**src/rtl/multu_hilo.sv**
```systemverilog
// Sequential 32-iteration shift-add multiplier with a HI/LO result register.
// Optional signed MULT support is enabled by defining MULTU_HILO_SIGNED_MULT_EN.
module multu_hilo #(
    parameter int WIDTH = 32
) (
    input  logic             clk,
    input  logic             reset,
    input  logic [WIDTH-1:0] dataA,
    input  logic [WIDTH-1:0] dataB,
    input  logic [5:0]       Signal,
    output logic [WIDTH-1:0] dataOut,
    output logic             busy,
    output logic             done
);

    localparam int ITER = WIDTH;
    localparam int CW   = (ITER > 1) ? $clog2(ITER) : 1;

    localparam logic [5:0] FN_MULTU = 6'b011001;
    localparam logic [5:0] FN_MFHI  = 6'b010000;
    localparam logic [5:0] FN_MFLO  = 6'b010010;

    localparam logic [CW-1:0]      CNT_LAST = CW'(ITER - 1);
    localparam logic [CW-1:0]      CNT_ONE  = CW'(1);
    localparam logic [WIDTH-1:0]   ONE_W    = WIDTH'(1);
    localparam logic [2*WIDTH-1:0] ONE_2W   = (2*WIDTH)'(1);

    typedef enum logic [1:0] {
        S_IDLE,
        S_MUL,
        S_DONE
    } state_t;

    state_t               r_state;
    state_t               w_state_next;
    logic [WIDTH-1:0]     r_hi;
    logic [WIDTH-1:0]     r_lo;
    logic [WIDTH-1:0]     r_mcand;
    logic [2*WIDTH-1:0]   r_prod;
    logic [CW-1:0]        r_cnt;

    logic                 w_start_code;
    logic                 w_start;
    logic                 w_last;
    logic [WIDTH-1:0]     w_op_a;
    logic [WIDTH-1:0]     w_op_b;
    logic [WIDTH-1:0]     w_addend;
    logic [WIDTH:0]       w_sum;
    logic [2*WIDTH-1:0]   w_prod_next;
    logic [2*WIDTH-1:0]   w_result;

`ifdef MULTU_HILO_SIGNED_MULT_EN
    localparam logic [5:0] FN_MULT = 6'b011000;

    logic                 r_sign;
    logic                 w_is_signed;
    logic                 w_neg_a;
    logic                 w_neg_b;

    assign w_start_code = (Signal == FN_MULTU) || (Signal == FN_MULT);
    assign w_is_signed  = (Signal == FN_MULT);
    assign w_neg_a      = w_is_signed & dataA[WIDTH-1];
    assign w_neg_b      = w_is_signed & dataB[WIDTH-1];
    // The most negative value negates to itself, which read unsigned is its magnitude.
    assign w_op_a       = w_neg_a ? (~dataA + ONE_W) : dataA;
    assign w_op_b       = w_neg_b ? (~dataB + ONE_W) : dataB;
    assign w_result     = r_sign ? (~w_prod_next + ONE_2W) : w_prod_next;
`else
    assign w_start_code = (Signal == FN_MULTU);
    assign w_op_a       = dataA;
    assign w_op_b       = dataB;
    assign w_result     = w_prod_next;
`endif

    // Starts are honoured only outside the iteration phase, including the DONE cycle.
    assign w_start = (r_state != S_MUL) && w_start_code;
    assign w_last  = (r_state == S_MUL) && (r_cnt == CNT_LAST);

    // One shift-add step: conditional add into the upper half, then shift {carry, P} right.
    assign w_addend    = r_prod[0] ? r_mcand : '0;
    assign w_sum       = {1'b0, r_prod[2*WIDTH-1:WIDTH]} + {1'b0, w_addend};
    assign w_prod_next = {w_sum, r_prod[WIDTH-1:1]};

    always_ff @(posedge clk) begin
        if (reset) begin
            r_state <= S_IDLE;
        end else begin
            r_state <= w_state_next;
        end
    end

    always_comb begin
        w_state_next = r_state;
        case (r_state)
            S_IDLE: begin
                if (w_start) begin
                    w_state_next = S_MUL;
                end
            end
            S_MUL: begin
                if (w_last) begin
                    w_state_next = S_DONE;
                end
            end
            S_DONE: begin
                w_state_next = w_start ? S_MUL : S_IDLE;
            end
            default: begin
                w_state_next = S_IDLE;
            end
        endcase
    end

    always_ff @(posedge clk) begin
        if (reset) begin
            r_hi    <= '0;
            r_lo    <= '0;
            r_mcand <= '0;
            r_prod  <= '0;
            r_cnt   <= '0;
`ifdef MULTU_HILO_SIGNED_MULT_EN
            r_sign  <= 1'b0;
`endif
        end else if (w_start) begin
            r_mcand <= w_op_a;
            r_prod  <= {{WIDTH{1'b0}}, w_op_b};
            r_cnt   <= '0;
`ifdef MULTU_HILO_SIGNED_MULT_EN
            r_sign  <= w_neg_a ^ w_neg_b;
`endif
        end else if (r_state == S_MUL) begin
            r_prod <= w_prod_next;
            r_cnt  <= r_cnt + CNT_ONE;
            if (w_last) begin
                r_hi <= w_result[2*WIDTH-1:WIDTH];
                r_lo <= w_result[WIDTH-1:0];
            end
        end
    end

    assign busy = (r_state == S_MUL);
    assign done = (r_state == S_DONE);

    always_comb begin
        dataOut = '0;
        if (Signal == FN_MFHI) begin
            dataOut = r_hi;
        end else if (Signal == FN_MFLO) begin
            dataOut = r_lo;
        end
    end

endmodule

```
**config.mk**
```make
export PLATFORM = sky130hd
export DESIGN_NAME = multu_hilo
export DESIGN_NICKNAME = d
export VERILOG_FILES = /design/src/rtl/multu_hilo.sv
export SDC_FILE = /design/constraint.sdc
export NUM_CORES = 1
export LEC_CHECK = 0
export CORE_MARGIN = 5
export CORE_UTILIZATION = 36
export CTS_CLUSTER_SIZE = 14
export DETAILED_ROUTE_END_ITERATION = 6
export GPL_TIMING_DRIVEN = 1
export PLACE_DENSITY = 0.57
export SKIP_CTS_REPAIR_TIMING = 1
export SYNTH_ARGS = -nofsm -noshare
export SYNTH_HDL_FRONTEND = slang
export SYNTH_SLANG_ARGS = --single-unit
export TNS_END_PERCENT = 50
```
**constraint.sdc**
```tcl
create_clock -name clk -period 3.9 [get_ports clk]
set_input_delay 0.39 -clock clk [delete_from_list [all_inputs] [get_ports clk]]
set_output_delay 0.39 -clock clk [all_outputs]
set_load 0.005 [all_outputs]
```
**Word-level counts from Yosys, hierarchy flattened**

Index checks and enable logic that the tools add are counted.

- Register bits: 167
- Bits of input ports: 72
- Output and inout bits: 34
- Logic and storage cells: 35

- Add/subtract/negate cells: 2
- Eq/ne operators: 9
- Multiplexer cells: 9
- Bitwise gates (word level): 1
- Reduce and logical (&&, ||, !) cells: 7

Operators with widths:

| cell | count |
|---|---|
| 2-to-1 mux 32 bit | 5 |
| adder 32 x 32 -> 33 bit | 1 |
| equality test 6 x 5 -> 1 bit (second input constant) | 3 |
| one-hot mux 2 bit (3 select lines) | 1 |
| adder 5 x 1 -> 5 bit (second input constant) | 1 |
| equality test 5 bit (second input constant) | 1 |
| 2-to-1 mux 2 bit | 2 |
| inequality test 2 x 1 -> 1 bit (second input constant) | 2 |
| AND reduction 3 bit | 1 |
| equality test 2 x 1 -> 1 bit (second input constant) | 1 |
| equality test 2 bit (second input constant) | 1 |
| logical AND 1 bit | 2 |
| zero test 2 bit | 1 |
| inequality test 2 bit (second input constant) | 1 |
| AND reduction 2 bit | 1 |
| nonzero test 2 bit | 1 |
| OR reduction 2 bit | 1 |
| 2-to-1 mux 1 bit | 1 |
| NOT 1 bit | 1 |

**Longest topological paths before layout**

Gate-level depths: netlist (run 1).

- Depth in word-level cells: 4
- Gate-level depth with buffers: 13
- Gate-level depth less buffers: 12

**Least setup slack after synthesis (run 1)**

No wires, ideal clock.

- Path type: reg-to-reg
- From: register r_prod[0]
- To: register r_prod[61]
- Setup time: 0.062 ns
- Data arrival time: 2.731 ns
- Data required time: 3.838 ns
- Path slack: 1.106 ns
- Stages on the path, launching flop included: 13
- Path buffers: 0
- Clock period less this slack: 2.794 ns
- Cell sequence: dfxtp_1 and2_1 ha_1 fa_1 a21o_1 a31o_1 and3_4 o21ai_4 nor2_2 a211oi_2 o31ai_2 or4b_1 nand3_1

- Longest elaborated chain between the ends: 2

Ends and longest elaborated chain:

| what | line | RTL |
|---|---|---|
| from (decl) | 39 | `logic [2*WIDTH-1:0] r_prod;` |
| from (signal assigned) | 126 | `r_prod <= {{WIDTH{1'b0}}, w_op_b};` |
| from (signal assigned) | 132 | `r_prod <= w_prod_next;` |
| 2-to-1 mux 32 bit | 80 | `assign w_addend = r_prod[0] ? r_mcand : '0;` |
| adder 32 x 32 -> 33 bit | 81 | `assign w_sum = {1'b0, r_prod[2*WIDTH-1:WIDTH]} + {1'b0, w_addend};` |

No other way between the ends.
A chain may end at the register's enable or synchronous reset.

**Worst setup path after layout (run 1)**

Ends and elaborated chain as after synthesis.

==> results.ini, run 1 <==
[logic_synthesis]
synth_area_leaders=dfxtp_1 (40%), nand2_1 (14%), a21oi_1 (8.3%)
synthMostInstantiatedCell=nand2_1
synth_top_area_frac=0.3953
synthCells=1110
ys_ff_latch=167
yosys_most_used_dff=dfxtp_1
syn-num-nets=1217
ys_types=64
muxShareOfSynthArea=0.03906
synth_top_cells_by_count=nand2_1 (314), dfxtp_1 (167), a21oi_1 (140)
synth_fa_ha_area_frac=0.05267
synth_compound_area_frac=0.1880
syn_area_per_cell_um2=7.619
ys_async_sr_fraction=0
yosysSeqAreaShare=0.3953
synthXorXnorAreaFrac=0.03211
yosys_warnings=0
synthSimpleGateAreaFrac=0.2557
synth_edf_count=0
syn_area_um2=8457
synth_top_family_by_area=simple AND/OR/NAND/NOR gates
yosys.area.top_type=dfxtp_1

[setup_path]
crit_type=reg -> reg
startpoint_type=flip-flop
max_stage_delay_ps=470
required_ps=4270
cp_cell_sequence=buf_4 > and2_1 > fa_1 > a21o_1 > a31o_1 > and3_4 > o21ai_4 > nor2_2 > a211oi_2 > o31ai_2 > or4b_1 > nand3_1
worst_setup_path_end_kind=flip-flop
reg2reg_depth=12
r2r_slack_ps=830
cp_slowest_cell=or4b_1
arrival_ps=3440
worstPathMaxFanout=30
r2r_start=r_prod[0]
crit-reg2reg-capture=r_prod[61]

[global_route]
use_met2=0.2592
grt_busiest_layer=met1
grt_remaining_overflow=0
met1_usage=0.2669
grt_max_degree=101
use_met3=0.03608
grt_pass1_vias=7169
grt_pass1_wl_um=38160
antenna_found_initial=0
grt_usage=0.1751

[place]
dp_hpwl_um=15940
gp_congestion=0.8559
dp_worst_setup_slack_ps=814.0
placedCellCount=1470
io_buffers=105

[final_layout]
antenna-diode-count=0
drive_gt1_frac=0.06002
final_util=0.4408
syn2layout_area_growth_pct=21.62
fin_cells=1502
fin_nets=1277

[power]
power.leakage_nw=3.683
p_int_mw=2.644
cellPowerDensity_nw_per_um2=340.6
power_frac_comb=0.045
netSwitchingFraction=0.2452
ir_worst_vdd_mv=0.2485
seq_power_share=0.492
p_sw_uw=858.9
pwr-share-clk=0.463

[floorplanning]
io_pins=106
die_width_um=163.3
die_y_um=163.3
rows=56
fp.dieArea_um2=26660
core_area_um2=23330
start_util=0.3625

[timing]
tightest_slew_ps=1069
hold_viol=0
finalCriticalPeriod_ps=3074
setup_ws_ps=825.9
fin_crit_sh=0.7882
hold-worst-slack_ps=450.3
slew_violations=0
finClkSkew_ps=10.84
slew_headroom=0.2873
setup_viol=0
rsz0062_at_grt=no
setup_tns_ps=0
fmaxAchievable_mhz=325.3

[drt]
wl_per_cell_um=15.51
dr.pass1.iters=5
viasPerCell=5.037
antenna_left=0
vias=7566
drt_iter0_drc=520
drc_errors=0
totalWireLength_um=23300

[clock_network]
cts_root_buf=clkbuf_16
cts_buffers=17
clock_sinks=167
htreeDepth=4
insertion_delay_ps=430
clock_path_buffers=2
cts_tree=yes
clkTransAtPathRegs_ps=70

[worst_hold_path]
hold_path_depth=2
min-delay-start=r_mcand[14]
hold_end=r_mcand[14]
min_path_type=reg -> reg

[run]
maxCapViolations=0

[run_status]
outcome=complete, no violations

## final cells by class
type | count | area (um^2)
inverter | 3 | 11.26
sequential | 167 | 3343
fill | 2376 | 13050
multi-input combinational | 862 | 4818
timing repair buffer | 119 | 1149
clock buffer | 18 | 429.2
clock inverter | 14 | 135.1
tap | 319 | 399.1
## stage by stage
stage	power, mW	area (um^2)
final	3.503	10280
after global routing	3.634	10280
after CTS	3.550	10280
after detailed placement	1.922	9721
after global placement	1.922	9721
after floorplan	1.828	8457
## placed cells by master (no fill, tap or decap), types with 2 or more instances in the layout
cell	instances
a211oi_2	3
buf_4	15
and2_1	33
and3_1	2
nand3_1	18
o211ai_1	2
nor2_1	100
clkinv_4	2
clkdlybuf4s50_1	103
inv_1	2
o21a_1	3
a41oi_1	2
o31ai_1	2
mux2i_1	33
a311oi_1	32
clkinvlp_4	4
a21oi_1	140
clkbuf_16	17
inv_8	4
o22ai_1	6
nand4_1	8
o21bai_1	3
o21ai_0	13
xor2_1	14
xnor2_1	17
a21o_2	2
ha_1	34
nor4b_1	2
a31oi_1	6
or3_1	6
and2_2	3
dfxtp_1	167
inv_6	3
nand2_1	313
a211oi_1	9
a21o_1	9
nor3_1	13
nor2_2	2
a311o_1	2
## worst max-delay path: cells and delay by family, from the launching register on
family                     cells  cell delay (ps)
AOI/OAI and AO/OA              5             1030
and+or+nand+nor                5             1010
adders and majority gates      1              430
buffers and inverters          1              220
DFF                            1              330
## sequential cells by signal (all words and copies together) (netlist names)
name / count
r_cnt: 5
r_hi: 32
r_lo: 32
r_mcand: 32
r_prod: 64
r_state: 2
## routing by layer
layer  part of all wire  wire [um]
met4             0.0056        131
met5                  0          0
met3              0.049       1147
met2               0.42       9699
met1               0.53      12320
## power groups by stage
stage	clock network, mW	registers, mW	logic, mW
global route	1.74	1.72	0.173
global placement	0	1.76	0.159
floorplan	0	1.76	0.0681
finish	1.62	1.72	0.159
CTS	1.67	1.72	0.161
detailed placement	0	1.76	0.159
## how the worst max path moves through the flow
stage | startpoint | to | slack, ps | cells past startpoint
floorplan | r_prod[0] | r_prod[61] | 1110 | 12
global placement | r_prod[0] | r_hi[28] | 890 | 12
detailed placement | r_prod[0] | r_prod[63] | 810 | 12
CTS | r_prod[0] | r_prod[63] | 800 | 12
global route | r_prod[0] | r_prod[62] | 570 | 12
finish | r_prod[0] | r_prod[61] | 830 | 12
## kinds of logic (layout without fill, tap and decap cells)
kind of cell | Yosys count | in the layout
and+or+nand+nor | 513 | 513
muxes | 33 | 33
xor gates and xnor gates | 31 | 31
adders and majority gates | 35 | 35
AOI/OAI and AO/OA | 250 | 250
buffers and inverters | 81 | 154
DFF | 167 | 167
Note: power is estimated with default switching activity, not from simulation.
==> run 2: changes to the inputs <==
- clock period: 3.9 -> 3.15 ns (I/O delays scaled with it)
==> run 2 against run 1 <==
Compared with the run above: register-to-register slack worse by 630 ps; core utilization up 0.54 points; critical endpoint unchanged; critical path depth unchanged; setup slack worse by 630 ps; maximum frequency up 3.9%; sequential cell count unchanged; die area unchanged; sequential power up 24%.
==> results.ini, run 2 (same netlist as run 1, synthesis figures left out) <==
[run_status]
outcome=complete, no violations

[setup_path]
worst_setup_path_end_kind=flip-flop
cp_cell_sequence=and2_1 > ha_1 > fa_2 > a21o_1 > a31o_1 > and3_4 > o21ai_4 > nor2_2 > a211oi_2 > o31ai_2 > or4b_1 > nand3_1
cp_slowest_cell=or4b_1
cp_num_buf_inv=0
r2r_slack_ps=190
cp-startpoint=r_prod[0]
crit_type=reg -> reg
r2r_start=r_prod[0]
worstPathMaxFanout=4
max_stage_delay_ps=470
crit_family=compound AO/OA/AOI/OAI gates
startpoint_type=flip-flop
arrival_ps=3330
crit-reg2reg-capture=r_prod[61]
required_ps=3520
reg2reg_depth=12

[timing]
setup_tns_ps=0
slew_headroom=0.4794
setup_ws_ps=192.0
rsz0062_at_grt=no
fmaxAchievable_mhz=338.1
finClkSkew_ps=15.85
finalCriticalPeriod_ps=2958
setup_viol=0
slew_violations=0
hold_viol=0
tightest_slew_ps=780.9
fin_crit_sh=0.9390

[final_layout]
largest_reg_flops=64
fin_nets=1282
drive_gt1_frac=0.07071
layout_commonest_cell=nand2_1
syn2layout_area_growth_pct=23.11
largest_register=r_prod
final_cell_mix=nand2_1 (313), dfxtp_1 (167), a21oi_1 (139)
antenna-diode-count=0
fillCellCount=2387

[drt]
viasPerCell=5.044
totalWireLength_um=23180
wl_per_cell_um=15.38
drc_errors=0
drt_iter0_drc=496
dr.pass1.iters=5
vias=7601
antenna_left=0

[power]
ir_worst_vdd_mv=0.2946
power.leakage_nw=3.731
cellPowerDensity_nw_per_um2=419.6

[place]
io_buffers=105
gp_congestion=0.8634
dp_worst_setup_slack_ps=141.7
dp_hpwl_um=16280

[global_route]
antenna_found_initial=0
grt_pass1_wl_um=37580
grt_pass1_vias=7212
grt_max_degree=94
grt_remaining_overflow=0
grt_usage=0.1729

[worst_hold_path]
min-delay-start=Signal[1]
min_path_type=in -> reg
hold_end=r_prod[58]
hold_path_depth=3

[floorplanning]
io_pins=106
die_y_um=163.3
start_util=0.3625
rows=56
die_width_um=163.3
core_area_um2=23330
fp.dieArea_um2=26660

[clock_network]
clock_path_buffers=2
insertion_delay_ps=430
clkTransAtPathRegs_ps=70
cts_root_buf=clkbuf_16
cts_buffers=17
htreeDepth=4
cts_tree=yes
clock_sinks=167

[run]
maxCapViolations=0

[run 2: worst max-delay path by stage]
stage / depth (start not counted) / slack [ps] / to
3_3_place_gp: 12 / 220 / r_prod[63]
5_1_grt: 12 / 7 / r_prod[61]
6_report: 12 / 190 / r_prod[61]
2_1_floorplan: 12 / 360 / r_prod[61]
3_5_place_dp: 12 / 140 / r_prod[63]
4_1_cts: 12 / 120 / r_prod[63]
[run 2: tightest hold or removal path: cells and delay by family]
kind / cells / cell delay, ps
buffers and inverters: 1 / 110
AND/OR/NAND/NOR: 1 / 90
AO/OA/AOI/OAI: 1 / 110
[run 2: report_power, final]
group	switching [mW]	total [mW]	leakage (nW)	internal [mW]
logic	0.0929	0.200	2.11	0.107
clock network	0.968	2.03	0.274	1.07
registers	0.0109	2.13	1.35	2.12
total	1.07	4.37	3.73	3.30
[run 2: cell type report]
cell class                 count  area, um^2  area share
clock buffer                  18       439.2     0.04218
inverter                       3       11.26    0.001082
multi-input combinational    862        4855      0.4663
timing repair buffer         124        1231      0.1183
tap                          319       399.1     0.03834
sequential                   167        3343      0.3211
clock inverter                14       132.6     0.01274
[run 2: metrics by stage]
step | util | hold slack [ps] | instance area (um^2) | total power [mW] | instances
after floorplan | - | 431.2 | 8457 | 2.264 | 1110
after global placement | 0.4195 | 441.1 | 9788 | 2.383 | 1474
after detailed placement | 0.4195 | 445.6 | 9788 | 2.383 | 1474
after CTS | 0.4440 | 252.8 | 10360 | 4.407 | 1506
after global routing | 0.4462 | 273.3 | 10410 | 4.519 | 1507
final | 0.4462 | 252.4 | 10410 | 4.369 | 1507
[run 2: routing by layer]
layer	global-route usage	vias to the layer above	wire length [um]
met5	0	-	0
met4	0.03431	0	107
met3	0.03760	10	1061
met2	0.2598	147	9820
met1	0.2557	3495	12190
li1	-	3949	-
